`config.mk`:
```
export PLATFORM = sky130hd
export DESIGN_NAME = seq_multiplier
export DESIGN_NICKNAME = d
export VERILOG_FILES = /design/src/rtl/seq_multiplier_pkg.sv /design/src/rtl/seq_multiplier_mul_step.sv /design/src/rtl/seq_multiplier.sv
export SDC_FILE = /design/constraint.sdc
export NUM_CORES = 1
export LEC_CHECK = 0
export CORE_MARGIN = 2
export CORE_UTILIZATION = 45
export CTS_BUF_LIST = sky130_fd_sc_hd__clkbuf_2
export DETAILED_ROUTE_END_ITERATION = 6
export DONT_BUFFER_PORTS = 1
export PLACE_DENSITY = 0.63
export SETUP_SLACK_MARGIN = 0.15
export SLEW_MARGIN = 15
export SYNTH_ARGS = -nofsm -noshare
export SYNTH_HDL_FRONTEND = slang
export SYNTH_SLANG_ARGS = --single-unit
```
`constraint.sdc`:
```
create_clock -name clk -period 3.11 [get_ports clk]
set_clock_uncertainty 0.1 [all_clocks]
set_input_delay 0.622 -clock clk [delete_from_list [all_inputs] [get_ports clk]]
set_output_delay 0.622 -clock clk [all_outputs]
set_load 0.1 [all_outputs]
```
`src/rtl/seq_multiplier_pkg.sv`:
```
// Shared types and helpers for the iterative shift-add multiplier.
// Optional early termination is enabled with SEQ_MULTIPLIER_EARLY_TERM_EN.
package seq_multiplier_pkg;

  typedef enum logic [1:0] {
    ST_IDLE = 2'd0,
    ST_BUSY = 2'd1,
    ST_FIX  = 2'd2,
    ST_DONE = 2'd3
  } state_e;

  // Widest supported operand; magnitudes are computed one bit wider so that
  // the most negative operand still has a representable magnitude.
  localparam int MAX_W = 32;

  typedef logic [MAX_W:0] wide_t;

  function automatic int cnt_width(input int width);
    cnt_width = $clog2(width + 1);
  endfunction

  // Caller sign- or zero-extends the operand into wide_t according to
  // signed_mode; the low WIDTH bits of the result are the magnitude.
  function automatic wide_t abs_mag(input wide_t value, input logic signed_mode);
    if (signed_mode && value[MAX_W]) begin
      abs_mag = -value;
    end else begin
      abs_mag = value;
    end
  endfunction

endpackage

```
`src/rtl/seq_multiplier_mul_step.sv`:
```
// One shift-add iteration: conditional add of the multiplicand into the
// upper half of {carry, acc, mq}, then a one-bit right shift of the whole register.
module mul_step
  import seq_multiplier_pkg::*;
#(
  parameter int WIDTH = 8
) (
  input  logic [2*WIDTH:0]  cur,
  input  logic [WIDTH-1:0]  mcand,
  output logic [2*WIDTH:0]  nxt
);

  logic [WIDTH:0]   upper;
  logic [WIDTH-1:0] mq;
  logic [WIDTH:0]   addend;
  logic [WIDTH:0]   sum;

  assign upper  = cur[2*WIDTH:WIDTH];
  assign mq     = cur[WIDTH-1:0];
  assign addend = mq[0] ? {1'b0, mcand} : '0;
  assign sum    = upper + addend;

  // The add never overflows WIDTH+1 bits because the running partial product
  // is always below 2^WIDTH * (2^WIDTH - 1) before alignment.
  assign nxt = {1'b0, sum, mq[WIDTH-1:1]};

endmodule

```
`src/rtl/seq_multiplier.sv`:
```
// Iterative WIDTH x WIDTH shift-add multiplier, unsigned or two's-complement per
// transaction, valid/ready on both sides. Macro: SEQ_MULTIPLIER_EARLY_TERM_EN.
module seq_multiplier
  import seq_multiplier_pkg::*;
#(
  parameter int WIDTH = 8
) (
  input  logic                 clk,
  input  logic                 rst,
  input  logic                 in_valid,
  output logic                 in_ready,
  input  logic [WIDTH-1:0]     a,
  input  logic [WIDTH-1:0]     b,
  input  logic                 signed_mode,
  output logic                 out_valid,
  input  logic                 out_ready,
  output logic [2*WIDTH-1:0]   product
);

  localparam int CNT_W = cnt_width(WIDTH);
  localparam int REG_W = 2 * WIDTH + 1;

  localparam logic [1:0] S_IDLE = ST_IDLE;
  localparam logic [1:0] S_BUSY = ST_BUSY;
  localparam logic [1:0] S_FIX  = ST_FIX;
  localparam logic [1:0] S_DONE = ST_DONE;

  logic [1:0]         state_q;
  logic [CNT_W-1:0]   cnt_q;
  logic [REG_W-1:0]   reg_q;
  logic [WIDTH-1:0]   mcand_q;
  logic               neg_q;
  logic [2*WIDTH-1:0] product_q;

  logic [REG_W-1:0]   step_next;
  logic [WIDTH-1:0]   a_mag;
  logic [WIDTH-1:0]   b_mag;
  wide_t              a_ext;
  wide_t              b_ext;
  logic               last_step;
  logic [2*WIDTH-1:0] fix_val;

  assign a_ext = {{(MAX_W + 1 - WIDTH){signed_mode & a[WIDTH-1]}}, a};
  assign b_ext = {{(MAX_W + 1 - WIDTH){signed_mode & b[WIDTH-1]}}, b};
  assign a_mag = WIDTH'(abs_mag(a_ext, signed_mode));
  assign b_mag = WIDTH'(abs_mag(b_ext, signed_mode));

  mul_step #(.WIDTH(WIDTH)) u_step (
    .cur   (reg_q),
    .mcand (mcand_q),
    .nxt   (step_next)
  );

`ifdef SEQ_MULTIPLIER_EARLY_TERM_EN
  logic [WIDTH-1:0] live_bits;

  // The low cnt_q bits of mq are still original multiplier bits; once none
  // remain above the one consumed this cycle, the rest is pure shifting.
  assign live_bits = reg_q[WIDTH-1:0] & ~({WIDTH{1'b1}} << cnt_q);
  assign last_step = (cnt_q == CNT_W'(1)) || ((live_bits >> 1) == '0);
  assign fix_val   = reg_q[2*WIDTH-1:0] >> cnt_q;
`else
  assign last_step = (cnt_q == CNT_W'(1));
  assign fix_val   = reg_q[2*WIDTH-1:0];
`endif

  assign in_ready  = (state_q == S_IDLE);
  assign out_valid = (state_q == S_DONE);
  assign product   = product_q;

  // NOTE: all state updates use non-blocking assignments so every register
  // samples the pre-edge values regardless of statement order.
  always_ff @(posedge clk) begin
    if (rst) begin
      state_q   <= S_IDLE;
      cnt_q     <= '0;
      reg_q     <= '0;
      mcand_q   <= '0;
      neg_q     <= 1'b0;
      product_q <= '0;
    end else begin
      case (state_q)
        S_IDLE: begin
          if (in_valid) begin
            mcand_q <= a_mag;
            reg_q   <= {1'b0, {WIDTH{1'b0}}, b_mag};
            neg_q   <= signed_mode & (a[WIDTH-1] ^ b[WIDTH-1]);
            cnt_q   <= CNT_W'(WIDTH);
`ifdef SEQ_MULTIPLIER_EARLY_TERM_EN
            state_q <= (b_mag == '0) ? S_FIX : S_BUSY;
`else
            state_q <= S_BUSY;
`endif
          end
        end
        S_BUSY: begin
          reg_q <= step_next;
          cnt_q <= cnt_q - CNT_W'(1);
          if (last_step) begin
            state_q <= S_FIX;
          end
        end
        S_FIX: begin
          product_q <= neg_q ? -fix_val : fix_val;
          state_q   <= S_DONE;
        end
        S_DONE: begin
          if (out_ready) begin
            state_q <= S_IDLE;
          end
        end
        default: state_q <= S_IDLE;
      endcase
    end
  end

endmodule
```
==> results_dict.tcl, run 1 <==
set metrics [dict create \
    arrival_ns 2.47 \
    power_leakage_nw 1.120 \
    path_class "reg2reg" \
    cts_made_buffers 5 \
    cts-root-buf "clkbuf_2" \
    synth_warnings 0 \
    ys_seq_area_share_pct 34.39 \
    power_switching_share_pct 50.56 \
    post_cts_resize_count 0 \
    syn_to_final_growth_pct 5.715 \
    dieArea_um2 6721 \
    reg2reg_to "reg_q[13]" \
    fin_nets 373 \
    tightest_slew_ns 1.033 \
    hold_path.class "in2reg" \
    port_buffers 0 \
    cpPeakStageDelay_ns 0.46 \
    period_minus_slack_ns 2.223 \
    synthDistinctLibCells 43 \
    syn_nets 379 \
    endpoint_kind "flip-flop" \
    p_comb_share_pct 37.9 \
    slew_headroom_pct 31.05 \
    first_iter_violations 129 \
    crit_top_cell "a21oi_1" \
    antenna_found_initial 0 \
    clock_sinks 47 \
    powerDensity_nw_per_um2 940.0 \
    grt_pass1_vias 2161 \
    ant_nets 0 \
    hold_end "product[1]" \
    status "finished, final reports clean" \
    p_int_w 0.001344 \
    drv_slew 0 \
    vias_per_cell 5.473 \
    num_vias 2244 \
    cp_slowest_cell "dfxtp_1" \
    crit_chain "and2_1, ha_1, fa_1, a21oi_1, o21ai_1, a21oi_1, xnor2_1, a32o_1" \
    cts_tree "yes" \
    hold_start "rst" \
    core_um2 5886 \
    setup_tns_ns 0 \
    syn_area_um2 2736 \
    ys_seq_elements 47 \
    cp.required_ns 3.36 \
    holdPathStages 1 \
    initial_core_util_pct 46.49 \
    drtPass1Iterations 4 \
    pin_count 39 \
    critPathMaxFanout 13 \
    drt-total-wl_um 5654 \
    r2r_start "reg_q[0]" \
    grt_usage_pct 19.19 \
    power_w 0.002719 \
    p_seq_share_pct 46.6 \
    reg2reg_depth 8 \
    worstSkewPairLatency_ns 0.43 \
    pwr-share-clk_pct 15.5 \
    remaining_drc_errors 0 \
    die_y_um 81.98 \
    fill_cells 601 \
    post-route-period-util_pct 71.49 \
    drive_gt1_share_pct 5.075 \
    register_area_um2 940.9 \
    n_antenna_cell 0 \
    setup_viol 0 \
    grt_pass1_wl_um 10090 \
    clk_path_buf_depth 2 \
    finalHoldViolCount 0 \
    grt-ovfl-total 0 \
    grt_max_degree 44 \
    rrSetupSlack_ns 0.89 \
    syn_area_per_cell_um2 8.048 \
    max-cap-violations 0 \
    ir_worst_vdd_v 0.0005431 \
    cts_max_level 2 \
    rsz0062_at_grt "false" \
    gp_congestion 0.8097 \
    fmax_mhz 449.8 \
    routedWlPerCell_um 13.79 \
    die_w_um 81.98 \
    dp_hpwl_um 4348 \
    clk_pin_slew_ns 0.25 \
    post_cts_buffers 0 \
    cts-hold-fix-buffers 0 \
    switching_power_w 0.001375 \
    cp-start-kind "flip-flop" \
    multiInputGateArea_um2 1668 \
    syn_inst 340 \
    num_rows 28 \
]
[placed cells by master (no fill, tap or decap), types with 2 or more instances in the layout]
cell type and count:
dfxtp_1 47, nor2_1 45, nand2_1 33, a21oi_1 18, xor2_1 18, a211oi_1 18, ha_1 17, inv_1 14
o21ai_1 14, nand3_1 11, and2_1 10, xnor2_1 9, nor3_1 7, mux2i_1 6, a22oi_1 5, o31ai_1 5
clkbuf_2 5, buf_4 5, or3_1 4, a311oi_1 4, o21ai_0 4, o41ai_1 3, a31oi_1 3, nand2b_1 2
inv_2 2, a221oi_1 2, nand4_1 2, nor2b_1 2, a32o_1 2, bufinv_16 2
[stage by stage]
stage | cell area (um^2) | setup slack [ns] | util (%) | instances | hold slack [ns]
after floorplan | 2736 | 0.5694 | - | 340 | 0.3317
after global placement | 2800 | 0.9327 | 47.58 | 402 | 0.3355
after detailed placement | 2800 | 0.8937 | 47.58 | 402 | 0.3412
after CTS | 2893 | 0.8668 | 49.15 | 410 | 0.1018
after global routing | 2893 | 0.7418 | 49.15 | 410 | 0.05273
final | 2893 | 0.8868 | 49.15 | 410 | 0.1145
[Yosys cell counts, drive strengths merged]
master	count	area share, %
a2111oi	1	0.32
a211oi	18	4.9
a21o	1	0.27
a21oi	18	3.3
a221oi	2	0.64
a22oi	5	1.4
a311oi	4	1.3
a31o	1	0.32
a31oi	3	0.69
a32o	2	0.73
and2	10	2.3
and4b	1	0.37
clkbuf	18	2.5
dfxtp	47	34
fa	1	0.73
ha	17	7.8
inv	16	2.2
mux2i	6	2.2
nand2	33	4.5
nand2b	2	0.46
nand3	11	2.0
nand3b	1	0.27
nand4	2	0.46
nand4b	1	0.32
nor2	45	6.2
nor2b	2	0.46
nor3	7	1.3
o211ai	1	0.27
o21ai	18	3.3
o21ba	1	0.37
o21bai	1	0.27
o22ai	1	0.23
o311ai	1	0.32
o31ai	6	1.8
o41ai	3	0.96
or3	4	0.91
or4	2	0.69
xnor2	9	2.9
xor2	18	5.8
[layout make-up]
type | instances | area share, %
Clock inverter | 3 | 2.336
Multi-Input combinational cell | 259 | 57.66
Timing Repair Buffer | 5 | 1.298
Clock buffer | 5 | 0.8651
Sequential cell | 47 | 32.53
Tap cell | 75 | 3.244
Inverter | 16 | 2.076
[worst max-delay path by stage]
stage | start | endpoint | slack, ns | depth (start not counted)
2_1_floorplan | state_q[0] | reg_q[10] | 0.57 | 7
3_3_place_gp | reg_q[0] | reg_q[13] | 0.93 | 8
3_5_place_dp | reg_q[0] | reg_q[13] | 0.89 | 8
4_1_cts | state_q[0] | in_ready | 0.87 | 3
5_1_grt | reg_q[0] | reg_q[13] | 0.74 | 8
6_report | reg_q[0] | reg_q[13] | 0.89 | 8
[layer usage]
layer | part of all wire (%) | wire length (um) | GRT usage, %
met1 | 51 | 2868 | 26.07
met2 | 43 | 2403 | 30.08
met3 | 6.0 | 340 | 5.055
met4 | 0.74 | 42 | 5.000
met5 | 0 | 0 | 0
[state kept, by name (all words and copies together), names as in the netlist]
name,count
cnt_q,4
mcand_q,8
neg_q,1
product,16
reg_q,16
state_q,2
[power groups by stage]
stage	combinational (W)	sequential [W]	clock, W
6_report	0.00103	0.00127	0.000420
5_1_grt	0.00119	0.00131	0.000460
4_1_cts	0.00104	0.00127	0.000430
3_5_place_dp	0.00104	0.00128	0
3_3_place_gp	0.00103	0.00128	0
2_1_floorplan	0.000871	0.00122	0
[worst max-delay path: cells and delay by family (launching register included)]
family / cells / cell delay, ns
AOI/OAI and AO/OA: 4 / 0.72
DFF: 1 / 0.46
xor gates and xnor gates: 1 / 0.08
adders and majority gates: 2 / 0.60
and+or+nand+nor: 1 / 0.18
[cells by family after synthesis]
| family | Yosys count | share of synthesized area, % |
|---|---|---|
| and+or+nand+nor | 121 | 20.21 |
| AOI/OAI and AO/OA | 87 | 21.40 |
| muxes | 6 | 2.195 |
| adders and majority gates | 18 | 8.505 |
| DFF | 47 | 34.38 |
| xor gates and xnor gates | 27 | 8.642 |
| buffers and inverters | 34 | 4.664 |
(Power assumes the default switching activity.)
==> run 2, diff against run 1 <==
--- a/config.mk
+++ b/config.mk
@@ -10,7 +10,7 @@
 export CTS_BUF_LIST = sky130_fd_sc_hd__clkbuf_2
 export DETAILED_ROUTE_END_ITERATION = 6
 export DONT_BUFFER_PORTS = 1
-export PLACE_DENSITY = 0.63
+export PLACE_DENSITY = 0.65
 export SETUP_SLACK_MARGIN = 0.15
 export SLEW_MARGIN = 15
 export SYNTH_ARGS = -nofsm -noshare
==> constraint.sdc (replaced) <==
create_clock -name clk -period 1.8 [get_ports clk]
set_clock_uncertainty 0.1 [all_clocks]
set_input_delay 0.36 -clock clk [delete_from_list [all_inputs] [get_ports clk]]
set_output_delay 0.36 -clock clk [all_outputs]
set_load 0.1 [all_outputs]
==> run 2 against run 1 <==
  * The run now ends with negative setup slack left
  * Sequential power increased by 23%
  * Worst hold slack lost 0.11 ns
  * Fmax is 15% higher
  * Routed wire length rose by 30%
  * Sequential share of layout area shrank 8.2 points
  * First-iteration DRC count up 6.2%
  * Die area did not move
  * Critical path type unchanged
  * Critical endpoint unchanged
  * Highest routed layer unchanged
==> results_dict.tcl, run 2 (synthesized netlist as in run 1, its figures left out) <==
set metrics [dict create \
    clk_pin_slew_ns 0.24 \
    fin_nets 443 \
    max-cap-violations 0 \
    num_vias 2638 \
    crit_chain "and2_4, ha_4, fa_2, a21oi_4, o21ai_2, a21oi_2, xnor2_1, a32o_1" \
    grt_pass1_wl_um 10670 \
    path_class "reg2reg" \
    antenna_found_initial 0 \
    rsz0062_at_grt "true" \
    clock_sinks 47 \
    p_comb_share_pct 65.4 \
    arrival_ns 2.20 \
    cts_tree "yes" \
    grt_pass1_vias 2276 \
    pre_cts_ws_ns -0.1342 \
    grt_usage_pct 20.73 \
    power_leakage_nw 1.527 \
    holdPathStages 3 \
    power_w 0.006161 \
    first_iter_violations 137 \
    p_int_w 0.003157 \
    dieArea_um2 6721 \
    port_buffers 0 \
    powerDensity_nw_per_um2 1571 \
    pwr-share-clk_pct 9.3 \
    setup_viol 8 \
    n_antenna_cell 0 \
    drtPass1Iterations 4 \
    clk_path_buf_depth 2 \
    vias_per_cell 5.507 \
    path_depth 8 \
    cp-start-kind "flip-flop" \
    final_cell_mix "nor2_1 (44), buf_4 (44), dfxtp_1 (40)" \
    worstSkewPairLatency_ns 0.43 \
    slew_headroom_pct 76.99 \
    endpoint_kind "flip-flop" \
    fmax_mhz 515.0 \
    cp_top_family "compound AO/OA/AOI/OAI gates" \
    switching_power_w 0.003004 \
    drt-total-wl_um 7372 \
    violations "negative setup slack" \
    tightest_slew_ns 0.3428 \
    post-route-period-util_pct 107.9 \
    cp_slowest_cell "fa_2" \
    core_um2 5886 \
    power_switching_share_pct 48.76 \
    drv_slew 0 \
    reg2reg_depth 8 \
    hold_path.class "in2reg" \
    worst_slack_ns -0.1416 \
    period_minus_slack_ns 1.942 \
    fin_util_pct 66.65 \
    routedWlPerCell_um 15.39 \
    dp_hpwl_um 4787 \
    remaining_drc_errors 0 \
    drive_gt1_share_pct 33.91 \
    ant_nets 0 \
    p_seq_share_pct 25.3 \
    gp_congestion 0.8463 \
    ir_worst_vdd_v 0.001318 \
    cts_made_buffers 5 \
    cts-root-buf "clkbuf_2" \
    cts_max_level 2 \
    num_rows 28 \
    die_y_um 81.98 \
    status "complete, but fails checks" \
    grt_max_degree 40 \
    cp.required_ns 2.05 \
    die_w_um 81.98 \
    cpPeakStageDelay_ns 0.39 \
    syn_to_final_growth_pct 43.35 \
    cp.buffers_inverters 0 \
    pin_count 39 \
    initial_core_util_pct 46.49 \
    critPathMaxFanout 3 \
    grt-ovfl-total 0 \
    finalHoldViolCount 0 \
]
[run 2: power by group through the flow]
| stage | combinational [W] | clock [W] | sequential (W) |
|---|---|---|---|
| 2_1_floorplan | 0.00176 | 0 | 0.00213 |
| 3_3_place_gp | 0.00308 | 0 | 0.00152 |
| 3_5_place_dp | 0.00313 | 0 | 0.00152 |
| 4_1_cts | 0.00340 | 0.000589 | 0.00152 |
| 5_1_grt | 0.00431 | 0.000630 | 0.00159 |
| 6_report | 0.00403 | 0.000575 | 0.00156 |
[run 2: worst paths after layout]
path	startpoint	to	slack (ns)
hold reg to reg	product[14]	product[14]	0.38
setup reg to reg	reg_q[0]	reg_q[13]	-0.14
setup / recovery	reg_q[0]	reg_q[13]	-0.14
hold / removal	a[7]	neg_q	0.007
[run 2: cell type report]
| cell class | count | area, um^2 |
|---|---|---|
| multi-input cells | 261 | 2054 |
| clock inverters | 2 | 37.54 |
| flip-flops and latches | 47 | 954.7 |
| well taps | 75 | 93.84 |
| inverters | 16 | 62.56 |
| repair buffers | 73 | 694.4 |
| fillers | 489 | 1963 |
| clock buffers | 5 | 25.02 |
[run 2: routing by layer]
layer	part of all wire [%]	track usage (%)
met5	0	0
met4	1.8	4.667
met3	4.2	4.286
met1	45	26.09
met2	49	36.26
[run 2: per-stage QoR]
stage | TNS [ns] | cells | hold WS [ns] | area (um^2)
3_3_place_gp | -0.2080 | 446 | 0.3353 | 3269
5_1_grt | -1.203 | 479 | 0.009632 | 3923
2_1_floorplan | -0.3736 | 340 | 0.3317 | 2909
6_report | -0.6110 | 479 | 0.007126 | 3923
3_5_place_dp | -0.4361 | 446 | 0.3344 | 3269
4_1_cts | -0.5288 | 469 | 0.005725 | 3613
[run 2: worst register-to-register path, stage by stage (launching register included)]
cell     delay [ns]
dfxtp_2        0.38
and2_4         0.16
ha_4           0.16
fa_2           0.39
a21oi_4        0.17
o21ai_2        0.09
a21oi_2        0.14
xnor2_1        0.07
a32o_1         0.21
[run 2: repair_timing]
action                                  CTS  global route
pin swaps                                10            25
endpoints found under the setup margin   28            33
resized for setup                        27            43
hold buffers                             12             1
hold endpoints to repair                 39             1
gates cloned                              1             1
setup buffers                             3             8
==> run 3, diff against run 2 <==
--- a/config.mk
+++ b/config.mk
@@ -7,7 +7,7 @@
 export LEC_CHECK = 0
 export CORE_MARGIN = 2
 export CORE_UTILIZATION = 45
-export CTS_BUF_LIST = sky130_fd_sc_hd__clkbuf_2
+export CTS_BUF_LIST = sky130_fd_sc_hd__clkbuf_16
 export DETAILED_ROUTE_END_ITERATION = 6
 export DONT_BUFFER_PORTS = 1
 export PLACE_DENSITY = 0.65
==> run 3 against run 2 <==
  * The flow still finishes with violations (negative setup slack)
  * Critical endpoint unchanged
  * Worst hold slack gained 0.018 ns
  * Design area shrank 2.0%
  * Largest cell class unchanged
  * Total power up 6.1%
  * Combinational power fell by 2%
  * Via count decreased by 2.8%
  * Register-to-register slack better by 0.02 ns
  * Setup slack improved by 0.024 ns
==> results_dict.tcl, run 3 (synthesized netlist as in run 1, its figures left out) <==
set metrics [dict create \
    power_leakage_nw 1.489 \
    first_iter_violations 94 \
    arrival_ns 2.01 \
    routedWlPerCell_um 15.29 \
    core_um2 5886 \
    initial_core_util_pct 46.49 \
    fill_cells 506 \
    ant_nets 0 \
    syn_to_final_growth_pct 40.42 \
    worstSkewPairLatency_ns 0.29 \
    period_minus_slack_ns 1.918 \
    post-route-period-util_pct 106.5 \
    grt_pass1_vias 2300 \
    setup_viol 6 \
    dieArea_um2 6721 \
    worst_slack_ns -0.1178 \
    clk_path_buf_depth 2 \
    grt_pass1_wl_um 10810 \
    path_depth 8 \
    remaining_drc_errors 0 \
    endpoint_kind "flip-flop" \
    cts-root-buf "clkbuf_16" \
    antenna_found_initial 0 \
    cp.buffers_inverters 0 \
    hold_path.class "in2reg" \
    pre_cts_ws_ns -0.1342 \
    holdPathStages 1 \
    clock_sinks 47 \
    slew_headroom_pct 68.35 \
    cp_top_family "compound AO/OA/AOI/OAI gates" \
    dp_hpwl_um 4787 \
    drt-total-wl_um 7079 \
    grt-ovfl-total 0 \
    ir_worst_vdd_v 0.001510 \
    status "complete, but fails checks" \
    cpPeakStageDelay_ns 0.39 \
    cts_max_level 2 \
    cp-start-kind "flip-flop" \
    die_w_um 81.98 \
    cts_made_buffers 5 \
    reg2reg_depth 8 \
    gp_congestion 0.8463 \
    rsz0062_at_grt "true" \
    crit_chain "and2_4, ha_4, fa_2, a21oi_4, o21ai_2, a21oi_2, xnor2_1, a32o_1" \
    tightest_slew_ns 0.4712 \
    final_cell_mix "buf_4 (45), nor2_1 (44), dfxtp_1 (41)" \
    clk_pin_slew_ns 0.06 \
    path_class "reg2reg" \
    critPathMaxFanout 3 \
    powerDensity_nw_per_um2 1702 \
    layout_commonest_cell "buf_4" \
    cts-hold-fix-buffers 0 \
    power_w 0.006538 \
    n_antenna_cell 0 \
    drtPass1Iterations 4 \
    port_buffers 0 \
    drive_gt1_share_pct 35.05 \
    cp_slowest_cell "fa_2" \
    max-cap-violations 0 \
    grt_max_degree 44 \
    fin_nets 427 \
    violations "negative setup slack" \
    pin_count 39 \
    grt_usage_pct 21.03 \
    finalHoldViolCount 0 \
    cts_tree "yes" \
    fmax_mhz 521.4 \
    num_vias 2563 \
    cp.required_ns 1.89 \
    num_rows 28 \
    vias_per_cell 5.536 \
    die_y_um 81.98 \
    drv_slew 0 \
]
-- run 3: cell count changes in the layout (fill, tap and decap cells not counted), sizes merged --
cell | previous run | this run
dlygate4sd3 | 12 | 0
buf | 61 | 57
-- run 3: worst register-to-register path, stage by stage (launching register included) --
cell,delay [ns]
dfxtp_2,0.33
and2_4,0.16
ha_4,0.16
fa_2,0.39
a21oi_4,0.17
o21ai_2,0.09
a21oi_2,0.14
xnor2_1,0.07
a32o_1,0.21
-- run 3: metal layers --
metal | global-route usage, % | vias to the layer above | share of wire (%)
met5 | 0 | - | 0
met4 | 8.000 | 0 | 2.2
met3 | 4.505 | 13 | 5.0
met2 | 35.69 | 61 | 49
met1 | 25.96 | 1180 | 44
li1 | - | 1309 | -
-- run 3: timing repair --
item / 4_1_cts / 5_1_grt
endpoints found under the hold margin: 0 / 0
setup buffers: 5 / 3
pin swaps: 10 / 21
setup endpoints to repair: 22 / 31
resized for setup: 21 / 49
gates cloned: 2 / 0
-- run 3: final timing paths --
path              startpoint         end  slack (ns)
setup / recovery    reg_q[0]   reg_q[13]       -0.12
hold / removal           rst    reg_q[3]        0.03
setup reg to reg    reg_q[0]   reg_q[13]       -0.12
hold reg to reg   mcand_q[0]  mcand_q[0]        0.36
-- run 3: cell type report --
cell class / instances / area, um^2 / share of cell area [%]
clock buffers: 5 / 125.1 / 3.256
clock inverters: 2 / 37.54 / 0.9769
inverters: 16 / 62.56 / 1.628
multi-input cells: 261 / 2076 / 54.02
flip-flops and latches: 47 / 948.4 / 24.68
well taps: 75 / 93.84 / 2.442
repair buffers: 57 / 499.2 / 12.99
-- run 3: metrics by stage --
stage / cell area (um^2) / setup TNS (ns) / util (%) / hold slack, ns / std cells
floorplan: 2909 / -0.3736 / - / 0.3317 / 340
global placement: 3269 / -0.2080 / 55.55 / 0.3353 / 446
detailed placement: 3269 / -0.4361 / 55.55 / 0.3344 / 446
CTS: 3587 / -0.3541 / 60.95 / 0.02888 / 460
global route: 3842 / -0.9863 / 65.28 / 0.02463 / 463
finish: 3842 / -0.4448 / 65.28 / 0.02516 / 463
-- run 3: power by group --
part / switching [W] / total, W / internal [W]
clock network: 0.000398 / 0.00104 / 0.000647
logic: 0.00242 / 0.00394 / 0.00152
registers: 0.000231 / 0.00155 / 0.00132
total: 0.00305 / 0.00654 / 0.00349
